--- src/rtl/slave_port_ctrl_if.sv ---
// Serial slave-port bundle: bit-serial bus side plus the parallel memory side.
interface slave_port_ctrl_if #(
  parameter int ADDR_WIDTH = 12,
  parameter int DATA_WIDTH = 8
);
  logic                  mvalid;
  logic                  smode;
  logic                  swdata;
  logic                  ready;
  logic                  srdata;
  logic                  srvalid;
  logic                  mem_wen;
  logic                  mem_ren;
  logic [ADDR_WIDTH-1:0] mem_addr;
  logic [DATA_WIDTH-1:0] mem_wdata;
  logic [DATA_WIDTH-1:0] mem_rdata;
  logic                  mem_rvalid;

  modport slave (
    input  mvalid, smode, swdata, mem_rdata, mem_rvalid,
    output ready, srdata, srvalid, mem_wen, mem_ren, mem_addr, mem_wdata
  );

  modport master (
    output mvalid, smode, swdata, mem_rdata, mem_rvalid,
    input  ready, srdata, srvalid, mem_wen, mem_ren, mem_addr, mem_wdata
  );
endinterface

--- src/rtl/slave_port_ctrl.sv ---
// Serial-bus slave port: deserialises mode/addr/wdata, drives the BRAM,
// and serialises read data back LSB first. One transaction in flight.
module slave_port_ctrl #(
  parameter int ADDR_WIDTH = 12,
  parameter int DATA_WIDTH = 8
) (
  input  logic              clk,
  input  logic              rstn,
  slave_port_ctrl_if.slave  bus
);
  localparam int MAXW = (ADDR_WIDTH > DATA_WIDTH) ? ADDR_WIDTH : DATA_WIDTH;
  localparam int CW   = $clog2(MAXW + 1);

  typedef enum logic [2:0] {IDLE, ADDR, WDATA, MEMWR, MEMRD, RDOUT} state_t;

  state_t                state;
  logic [CW-1:0]         cnt;
  logic                  mode;
  logic [ADDR_WIDTH-1:0] addr;
  logic [DATA_WIDTH-1:0] wdata;
  logic [DATA_WIDTH-1:0] rdata_q;
  logic                  ready_q, srdata_q, srvalid_q, wen_q, ren_q;

  always_ff @(posedge clk or negedge rstn) begin
    if (!rstn) begin
      state     <= IDLE;
      cnt       <= '0;
      mode      <= 1'b0;
      addr      <= '0;
      wdata     <= '0;
      rdata_q   <= '0;
      ready_q   <= 1'b1;
      srdata_q  <= 1'b0;
      srvalid_q <= 1'b0;
      wen_q     <= 1'b0;
      ren_q     <= 1'b0;
    end else begin
      case (state)
        // The start bit doubles as address bit 0.
        IDLE: if (bus.mvalid) begin
          mode    <= bus.smode;
          addr[0] <= bus.swdata;
          cnt     <= CW'(1);
          ready_q <= 1'b0;
          state   <= ADDR;
        end
        ADDR: if (bus.mvalid) begin
          for (int i = 0; i < ADDR_WIDTH; i++)
            if (cnt == CW'(i)) addr[i] <= bus.swdata;
          if (cnt == CW'(ADDR_WIDTH-1)) begin
            cnt <= '0;
            if (mode) state <= WDATA;
            else begin
              state <= MEMRD;
              ren_q <= 1'b1;
            end
          end else cnt <= cnt + CW'(1);
        end
        WDATA: if (bus.mvalid) begin
          for (int i = 0; i < DATA_WIDTH; i++)
            if (cnt == CW'(i)) wdata[i] <= bus.swdata;
          if (cnt == CW'(DATA_WIDTH-1)) begin
            cnt   <= '0;
            wen_q <= 1'b1;
            state <= MEMWR;
          end else cnt <= cnt + CW'(1);
        end
        MEMWR: begin
          wen_q   <= 1'b0;
          ready_q <= 1'b1;
          state   <= IDLE;
        end
        // ren stays up until the memory answers; no timeout.
        MEMRD: if (bus.mem_rvalid) begin
          ren_q     <= 1'b0;
          srvalid_q <= 1'b1;
          srdata_q  <= bus.mem_rdata[0];
          rdata_q   <= bus.mem_rdata >> 1;
          cnt       <= '0;
          state     <= RDOUT;
        end
        RDOUT: begin
          if (cnt == CW'(DATA_WIDTH-1)) begin
            srvalid_q <= 1'b0;
            srdata_q  <= 1'b0;
            ready_q   <= 1'b1;
            cnt       <= '0;
            state     <= IDLE;
          end else begin
            cnt      <= cnt + CW'(1);
            srdata_q <= rdata_q[0];
            rdata_q  <= rdata_q >> 1;
          end
        end
        default: state <= IDLE;
      endcase
    end
  end

  assign bus.ready     = ready_q;
  assign bus.srdata    = srdata_q;
  assign bus.srvalid   = srvalid_q;
  assign bus.mem_wen   = wen_q;
  assign bus.mem_ren   = ren_q;
  assign bus.mem_addr  = addr;
  assign bus.mem_wdata = wdata;
endmodule

--- src/flat_wrapper.sv ---
// flat-port wrapper written by rule: the top's interface ports become plain ports
module slave_port_ctrl_flat 
#(
  parameter int ADDR_WIDTH = 12,
  parameter int DATA_WIDTH = 8
)
  (clk, rstn, bus_mvalid, bus_smode, bus_swdata, bus_mem_rdata, bus_mem_rvalid, bus_ready, bus_srdata, bus_srvalid, bus_mem_wen, bus_mem_ren, bus_mem_addr, bus_mem_wdata);
  slave_port_ctrl_if #(.ADDR_WIDTH(ADDR_WIDTH), .DATA_WIDTH(DATA_WIDTH)) bus_i ();
  input  logic clk;
  input  logic rstn;
  input wire logic [$bits(bus_i.mvalid)-1:0] bus_mvalid;
  input wire logic [$bits(bus_i.smode)-1:0] bus_smode;
  input wire logic [$bits(bus_i.swdata)-1:0] bus_swdata;
  input wire logic [$bits(bus_i.mem_rdata)-1:0] bus_mem_rdata;
  input wire logic [$bits(bus_i.mem_rvalid)-1:0] bus_mem_rvalid;
  output wire logic [$bits(bus_i.ready)-1:0] bus_ready;
  output wire logic [$bits(bus_i.srdata)-1:0] bus_srdata;
  output wire logic [$bits(bus_i.srvalid)-1:0] bus_srvalid;
  output wire logic [$bits(bus_i.mem_wen)-1:0] bus_mem_wen;
  output wire logic [$bits(bus_i.mem_ren)-1:0] bus_mem_ren;
  output wire logic [$bits(bus_i.mem_addr)-1:0] bus_mem_addr;
  output wire logic [$bits(bus_i.mem_wdata)-1:0] bus_mem_wdata;
  assign bus_i.mvalid = bus_mvalid;
  assign bus_i.smode = bus_smode;
  assign bus_i.swdata = bus_swdata;
  assign bus_i.mem_rdata = bus_mem_rdata;
  assign bus_i.mem_rvalid = bus_mem_rvalid;
  assign bus_ready = bus_i.ready;
  assign bus_srdata = bus_i.srdata;
  assign bus_srvalid = bus_i.srvalid;
  assign bus_mem_wen = bus_i.mem_wen;
  assign bus_mem_ren = bus_i.mem_ren;
  assign bus_mem_addr = bus_i.mem_addr;
  assign bus_mem_wdata = bus_i.mem_wdata;
  slave_port_ctrl #(.ADDR_WIDTH(ADDR_WIDTH), .DATA_WIDTH(DATA_WIDTH)) u_core (.clk(clk), .rstn(rstn), .bus(bus_i));
endmodule
--- config.mk ---
export PLATFORM = sky130hd
export DESIGN_NAME = slave_port_ctrl_flat
export DESIGN_NICKNAME = d
export VERILOG_FILES = /design/src/rtl/slave_port_ctrl_if.sv /design/src/rtl/slave_port_ctrl.sv /design/src/flat_wrapper.sv
export SDC_FILE = /design/constraint.sdc
export NUM_CORES = 1
export LEC_CHECK = 0
export ABC_AREA = 1
export CORE_ASPECT_RATIO = 1.1
export CORE_MARGIN = 10
export CORE_UTILIZATION = 60
export DETAILED_ROUTE_END_ITERATION = 10
export DONT_BUFFER_PORTS = 1
export PLACE_DENSITY = 0.83
export REMOVE_ABC_BUFFERS = 1
export SYNTH_ARGS = -nofsm -noshare
export SYNTH_HDL_FRONTEND = slang
export SYNTH_SLANG_ARGS = --single-unit
--- constraint.sdc ---
create_clock -name clk -period 2.1 [get_ports clk]
set_input_delay 0.21 -clock clk [delete_from_list [all_inputs] [get_ports clk]]
set_output_delay 0.21 -clock clk [all_outputs]
set_load 0.02 [all_outputs]
==> run_results.csv, run 1 <==
group,metric,value,unit
floorplan,core_area,0.00360,mm^2
grt,grt_overflow_total,0,
critical_path,r2r_start,"u_core.state[2]$_DFFE_PN0P_",
critical_path,r2r-end,"u_core.rdata_q[1]$_DFFE_PN0P_",
sta,max_freq,579,MHz
clocking,clock_latency,0.29,ns
synthesis,synth_edf_count,0,
synthesis,synth_most_common_cell,"nand2_1",
finish,finalNetCount,286,
hold_path,hold_path_class,"primary input to flip-flop",
synthesis,synth_top_area_share,44.3,%
power,p_sw,1.50,mW
clocking,postCtsSetupRepairBufs,0,
floorplan,io_pins,39,
sta,tightest_slew,0.594,ns
sta,min_period,1.73,ns
critical_path,start_kind,"flip-flop",
placement,hpwl,3.35,mm
sta,setup_slack,0.374,ns
synthesis,ys_warn_count,0,
sta,max-slew-margin-rel,60.3,%
routing,ant_nets,0,
synthesis,synthCells,268,
power,p_leak,1.09,nW
critical_path,r2r_setup_slack,0.37,ns
clocking,clockBufferDepth,2,
routing,num_vias,1704,
clocking,cts_htree_levels,2,
critical_path,crit_fanout,15,
critical_path,max_stage_delay,0.66,ns
placement,place.gp.congestion,0.913,
run,maxCapViolations,0,
placement,port_buffers,0,
sta,finClkSkew,0.00702,ns
sta,final_hold_viol_count,0,
sta,setup_tns,0,ns
synthesis,synth-seq-cells,40,
routing,first_iter_violations,121,
grt,grt_max_degree,41,
sta,finalSetupViolCount,0,
hold_path,min_from,"bus_smode",
finish,diodes,0,
synthesis,ys_types,27,
routing,dr.pass1.iters,4,
hold_path,min_to,"u_core.mode$_DFFE_PN0P_",
routing,wl_per_cell,14.2,um
power,powerDensity,1400,mW/mm^2
floorplan,fp.dieArea,0.00649,mm^2
routing,post-route-drc-count,0,
critical_path,worstPathRequired,2.31,ns
synthesis,yosys.area.top_type,"dfrtp_1",
clocking,cts_num_sinks,40,
routing,vias_per_cell,5.36,
power,p_clk_share,14.9,%
synthesis,synth_area_per_cell,8.21,um^2
clocking,numCtsBuffers,5,
finish,drive_gt1_share,12.7,%
floorplan,fp.dieW,77.7,um
finish,areaGrowthSynthToFinish,3.75,%
placement,dpl-instance-area,0.00218,mm^2
floorplan,die_height,83.5,um
synthesis,yosys-top-cells-area,"dfrtp_1 44%, nand2_1 8.7%, nor2_1 7.0%",
hold_path,holdPathStages,2,
sta,period_share,82.2,%
critical_path,reg2reg_depth,6,
grt,grt.total_usage,15.0,%
synthesis,synth_flop_cell,"dfrtp_1",
clocking,clock-root-buffer,"clkbuf_8",
synthesis,synth_common_cells,"51 x nand2_1, 41 x nor2_1, 39 x dfrtp_1",
sta,rsz0062_at_grt,"no",
outcome,outcome,"finished clean",
finish,final_area,0.00228,mm^2
power,vdd_ir_drop_max,0.706,mV
grt,grt_pass1_wl,8.14,mm
floorplan,rows,23,
critical_path,cp_common_cell,"nand2_2",
sta,slew_viol_final,0,
grt,grt_pass1_vias,1737,
synthesis,syn_area,0.00220,mm^2
power,p_comb_share,36.7,%
routing,postRouteWirelength,4.52,mm
synthesis,synth-async-reset-ratio,100,%
power,power.share.switching,46.9,%
critical_path,endpoint_kind,"flip-flop",
synthesis,yosysSeqAreaShare,45.5,%
grt,antenna_found_initial,0,
power,seq_power_share,48.4,%
critical_path,slowest_stage,"dfrtp_1",
critical_path,arrival,1.94,ns
clocking,path_clk_slew,0.07,ns
critical_path,critPathKind,"flip-flop to flip-flop",
placement,place_ws,0.401,ns
clocking,cts_tree,"yes",
power,p_int,1.69,mW
critical_path,worstPathCellList,"nand3_2 -> inv_2 -> nand2_2 -> nand2_2 -> o211ai_1 -> o21ai_0",
floorplan,start_util,61.2,%
==> final cells by class <==
type,instances,area (um^2)
Timing Repair Buffer,2,30.0
Fill cell,322,1310
Clock inverter,1,5.00
Clock buffer,6,72.6
Multi-Input combinational cell,193,1010
Tap cell,50,62.6
Sequential cell,40,1000
Inverter,26,100
==> layout by cell type, fill, tap and decap left out, drive strengths merged <==
cell type     n
dlygate4sd3   1
nor3          1
ha            4
buf           1
nor2         55
a21oi        24
nand2        57
inv          26
nand4         1
dfrtp        39
o211ai        5
nand3        27
xor2          1
o21ai        18
clkinv        1
clkbuf        6
dfstp         1
==> sequential cells by signal (all words and copies together), names as in the netlist <==
| register | count |
|---|---|
| u_core.bus.mem_addr | 12 |
| u_core.bus.srdata | 1 |
| u_core.bus.ready | 1 |
| u_core.bus.srvalid | 1 |
| u_core.bus.mem_ren | 1 |
| u_core.mode | 1 |
| u_core.bus.mem_wen | 1 |
| u_core.cnt | 4 |
| u_core.state | 3 |
| u_core.bus.mem_wdata | 8 |
| u_core.rdata_q | 7 |
==> through the flow <==
step | instances | utilization (%) | hold WS, ns | total power, mW
final | 318 | 63.5 | 0.0790 | 3.19
after global routing | 318 | 63.5 | 0.0681 | 3.50
after CTS | 318 | 63.5 | 0.0690 | 3.23
after detailed placement | 309 | 60.5 | -0.0844 | 2.71
after global placement | 309 | 60.5 | -0.0840 | 2.66
after floorplan | 259 | - | -0.0856 | 2.43
==> per-layer routing <==
layer,part of all wire (%),routed length [um],global-route usage (%)
met3,11,500,7.44
met2,48,2150,23.0
met1,40,1810,17.3
met4,1.3,61,5.98
met5,0,0,0
==> how the worst max path moves through the flow <==
stage | startpoint | cells after the start | slack [ns] | end
after floorplan | u_core.state[2]$_DFFE_PN0P_ | 6 | 0.65 | u_core.rdata_q[1]$_DFFE_PN0P_
after global placement | u_core.state[2]$_DFFE_PN0P_ | 6 | 0.49 | u_core.rdata_q[3]$_DFFE_PN0P_
after detailed placement | u_core.state[0]$_DFFE_PN0P_ | 6 | 0.40 | u_core.rdata_q[1]$_DFFE_PN0P_
after CTS | u_core.state[0]$_DFFE_PN0P_ | 6 | 0.39 | u_core.rdata_q[1]$_DFFE_PN0P_
after global routing | u_core.state[0]$_DFFE_PN0P_ | 6 | 0.13 | u_core.rdata_q[3]$_DFFE_PN0P_
final | u_core.state[2]$_DFFE_PN0P_ | 6 | 0.37 | u_core.rdata_q[1]$_DFFE_PN0P_
==> power groups by stage <==
| stage | Combinational, mW | Clock [mW] | Sequential (mW) |
|---|---|---|---|
| finish | 1.17 | 0.476 | 1.54 |
| global placement | 1.11 | 0 | 1.55 |
| detailed placement | 1.15 | 0 | 1.56 |
| global route | 1.38 | 0.531 | 1.59 |
| CTS | 1.18 | 0.497 | 1.55 |
| floorplan | 0.948 | 0 | 1.49 |
==> kinds of logic after synthesis <==
group / after synthesis / synth area share (%)
buffers and inverters: 35 / 8.53
XOR/XNOR: 1 / 0.398
flip-flops: 40 / 45.5
AO/OA/AOI/OAI: 47 / 11.4
adder cells (fa/ha/maj): 4 / 2.27
AND/OR/NAND/NOR: 141 / 31.8
==> repair_timing <==
action,in CTS,in global routing
hold endpoints to repair,40,0
resized for setup,0,0
hold buffers,2,0
==> worst max-delay path, delay by kind of cell, from the launching register on <==
family                 cells  cell delay (ns)
AOI/OAI and AO/OA          2             0.20
DFF                        1             0.66
buffers and inverters      1             0.25
and+or+nand+nor            3             0.53
No activity file was read; power rests on OpenSTA's default activity.
==> inputs of run 2 (changes only) <==
==> constraint.sdc (replaced) <==
create_clock -name clk -period 1.6 [get_ports clk]
set_input_delay 0.16 -clock clk [delete_from_list [all_inputs] [get_ports clk]]
set_output_delay 0.16 -clock clk [all_outputs]
set_load 0.02 [all_outputs]
==> run_results.csv, run 2 (synthesized netlist as in run 1, its figures left out) <==
group,metric,value,unit
routing,postRouteWirelength,4.76,mm
finish,final_core_util,67.1,%
finish,final_area,0.00241,mm^2
floorplan,core_area,0.00360,mm^2
critical_path,start_kind,"flip-flop",
grt,grt_overflow_total,0,
grt,antenna_found_initial,0,
finish,drive_gt1_share,18.3,%
finish,areaGrowthSynthToFinish,9.61,%
power,p_total,4.58,mW
run,maxCapViolations,0,
routing,ant_nets,0,
clocking,clock-root-buffer,"clkbuf_8",
sta,finClkSkew,0.00837,ns
sta,rsz0062_at_grt,"no",
finish,fillers,298,
grt,grt.total_usage,14.8,%
critical_path,r2r_start,"u_core.cnt[0]$_DFFE_PN0P_",
critical_path,r2r_setup_slack,0.13,ns
sta,max_freq,682,MHz
placement,place_ws,0.0359,ns
hold_path,holdPathStages,2,
finish,fin_cells,328,
finish,diodes,0,
hold_path,hold_path_class,"primary input to flip-flop",
sta,slew_viol_final,0,
routing,first_iter_violations,101,
sta,setup_tns,0,ns
power,seq_power_share,43.7,%
clocking,clockBufferDepth,2,
critical_path,worstPathRequired,1.77,ns
floorplan,io_pins,39,
clocking,clock_latency,0.30,ns
clocking,cts_htree_levels,2,
routing,num_vias,1784,
finish,final_cell_mix,"51 x nand2_1, 40 x nor2_1, 36 x dfrtp_1",
outcome,outcome,"finished clean",
power,p_comb_share,38.3,%
finish,layout_commonest_cell,"nand2_1",
sta,finalSetupViolCount,0,
floorplan,start_util,61.2,%
critical_path,endpoint_kind,"flip-flop",
clocking,cts_num_sinks,40,
power,p_leak,1.13,nW
critical_path,arrival,1.63,ns
sta,hold_ws,0.0183,ns
sta,min_period,1.47,ns
power,power.share.switching,45.5,%
critical_path,crit_fanout,4,
routing,dr.pass1.iters,4,
finish,largest_reg_flops,12,
sta,final_hold_viol_count,0,
placement,port_buffers,0,
clocking,path_clk_slew,0.08,ns
sta,setup_slack,0.133,ns
power,p_clk_share,18.0,%
placement,placed_cells,318,
hold_path,min_to,"u_core.rdata_q[6]$_DFFE_PN0P_",
routing,wl_per_cell,14.5,um
power,p_sw,2.08,mW
grt,grt_pass1_wl,8.03,mm
critical_path,critPathKind,"flip-flop to flip-flop",
placement,hpwl,3.50,mm
sta,period_share,91.7,%
critical_path,r2r-end,"u_core.bus.mem_addr[0]$_DFFE_PN0P_",
routing,vias_per_cell,5.44,
sta,max-slew-margin-rel,59.8,%
power,vdd_ir_drop_max,1.14,mV
floorplan,rows,23,
critical_path,reg2reg_depth,8,
routing,post-route-drc-count,0,
clocking,cts_tree,"yes",
hold_path,min_from,"bus_mem_rdata[7]",
floorplan,fp.dieArea,0.00649,mm^2
floorplan,die_height,83.5,um
grt,grt_pass1_vias,1742,
sta,tightest_slew,0.603,ns
placement,dpl-instance-area,0.00224,mm^2
clocking,numCtsBuffers,5,
placement,place.gp.congestion,0.938,
grt,grt_max_degree,41,
power,powerDensity,1900,mW/mm^2
clocking,postCtsSetupRepairBufs,0,
floorplan,fp.dieW,77.7,um
power,p_int,2.50,mW
finish,finalNetCount,295,
## run 2: per-layer routing
| metal | wire length [um] | track usage, % | share of wire (%) |
|---|---|---|---|
| met1 | 1830 | 16.7 | 39 |
| met2 | 2290 | 23.7 | 48 |
| met3 | 527 | 7.44 | 11 |
| met4 | 109 | 4.49 | 2.3 |
| met5 | 0 | 0 | 0 |
## run 2: timing repair
action,in CTS,in global routing
setup endpoints to repair,0,25
hold buffers,2,0
hold endpoints to repair,40,0
resized for setup,0,8
## run 2: worst max path at each step
stage                                           start  slack (ns)                            endpoint  depth (start not counted)
after detailed placement  u_core.state[0]$_DFFE_PN0P_        0.04       u_core.rdata_q[5]$_DFFE_PN0P_                          6
after global placement    u_core.state[0]$_DFFE_PN0P_        0.11  u_core.bus.mem_addr[9]$_DFFE_PN0P_                          6
after floorplan           u_core.state[2]$_DFFE_PN0P_        0.15       u_core.rdata_q[1]$_DFFE_PN0P_                          6
after global routing        u_core.cnt[0]$_DFFE_PN0P_       0.005  u_core.bus.mem_addr[0]$_DFFE_PN0P_                          8
final                       u_core.cnt[0]$_DFFE_PN0P_        0.13  u_core.bus.mem_addr[0]$_DFFE_PN0P_                          8
after CTS                 u_core.state[0]$_DFFE_PN0P_        0.01       u_core.rdata_q[5]$_DFFE_PN0P_                          6
## run 2: critical path: stages, from the launching register on
cell and delay [ns]:
dfrtp_1 0.40, buf_4 0.15, inv_1 0.12, ha_1 0.22, nand2_1 0.11, nand2_1 0.08
nand3_1 0.11, nand2_1 0.08, o21ai_0 0.07
## run 2: final cells by class
cell class / instances / area [um^2] / share of cell area, %
clock inverter: 3 / 42.5 / 1.76
inverter: 26 / 100 / 4.15
sequential: 40 / 1010 / 41.7
tap: 50 / 62.6 / 2.59
clock buffer: 5 / 68.8 / 2.85
timing repair buffer: 11 / 97.6 / 4.05
multi-input combinational: 193 / 1030 / 42.9
## run 2: power groups by stage
stage | Combinational, mW | Sequential (mW) | Clock (mW)
global placement | 1.61 | 2.01 | 0
global route | 2.01 | 2.06 | 0.869
finish | 1.75 | 2.01 | 0.826
floorplan | 1.24 | 1.95 | 0
CTS | 1.70 | 2.01 | 0.828
detailed placement | 1.66 | 2.03 | 0
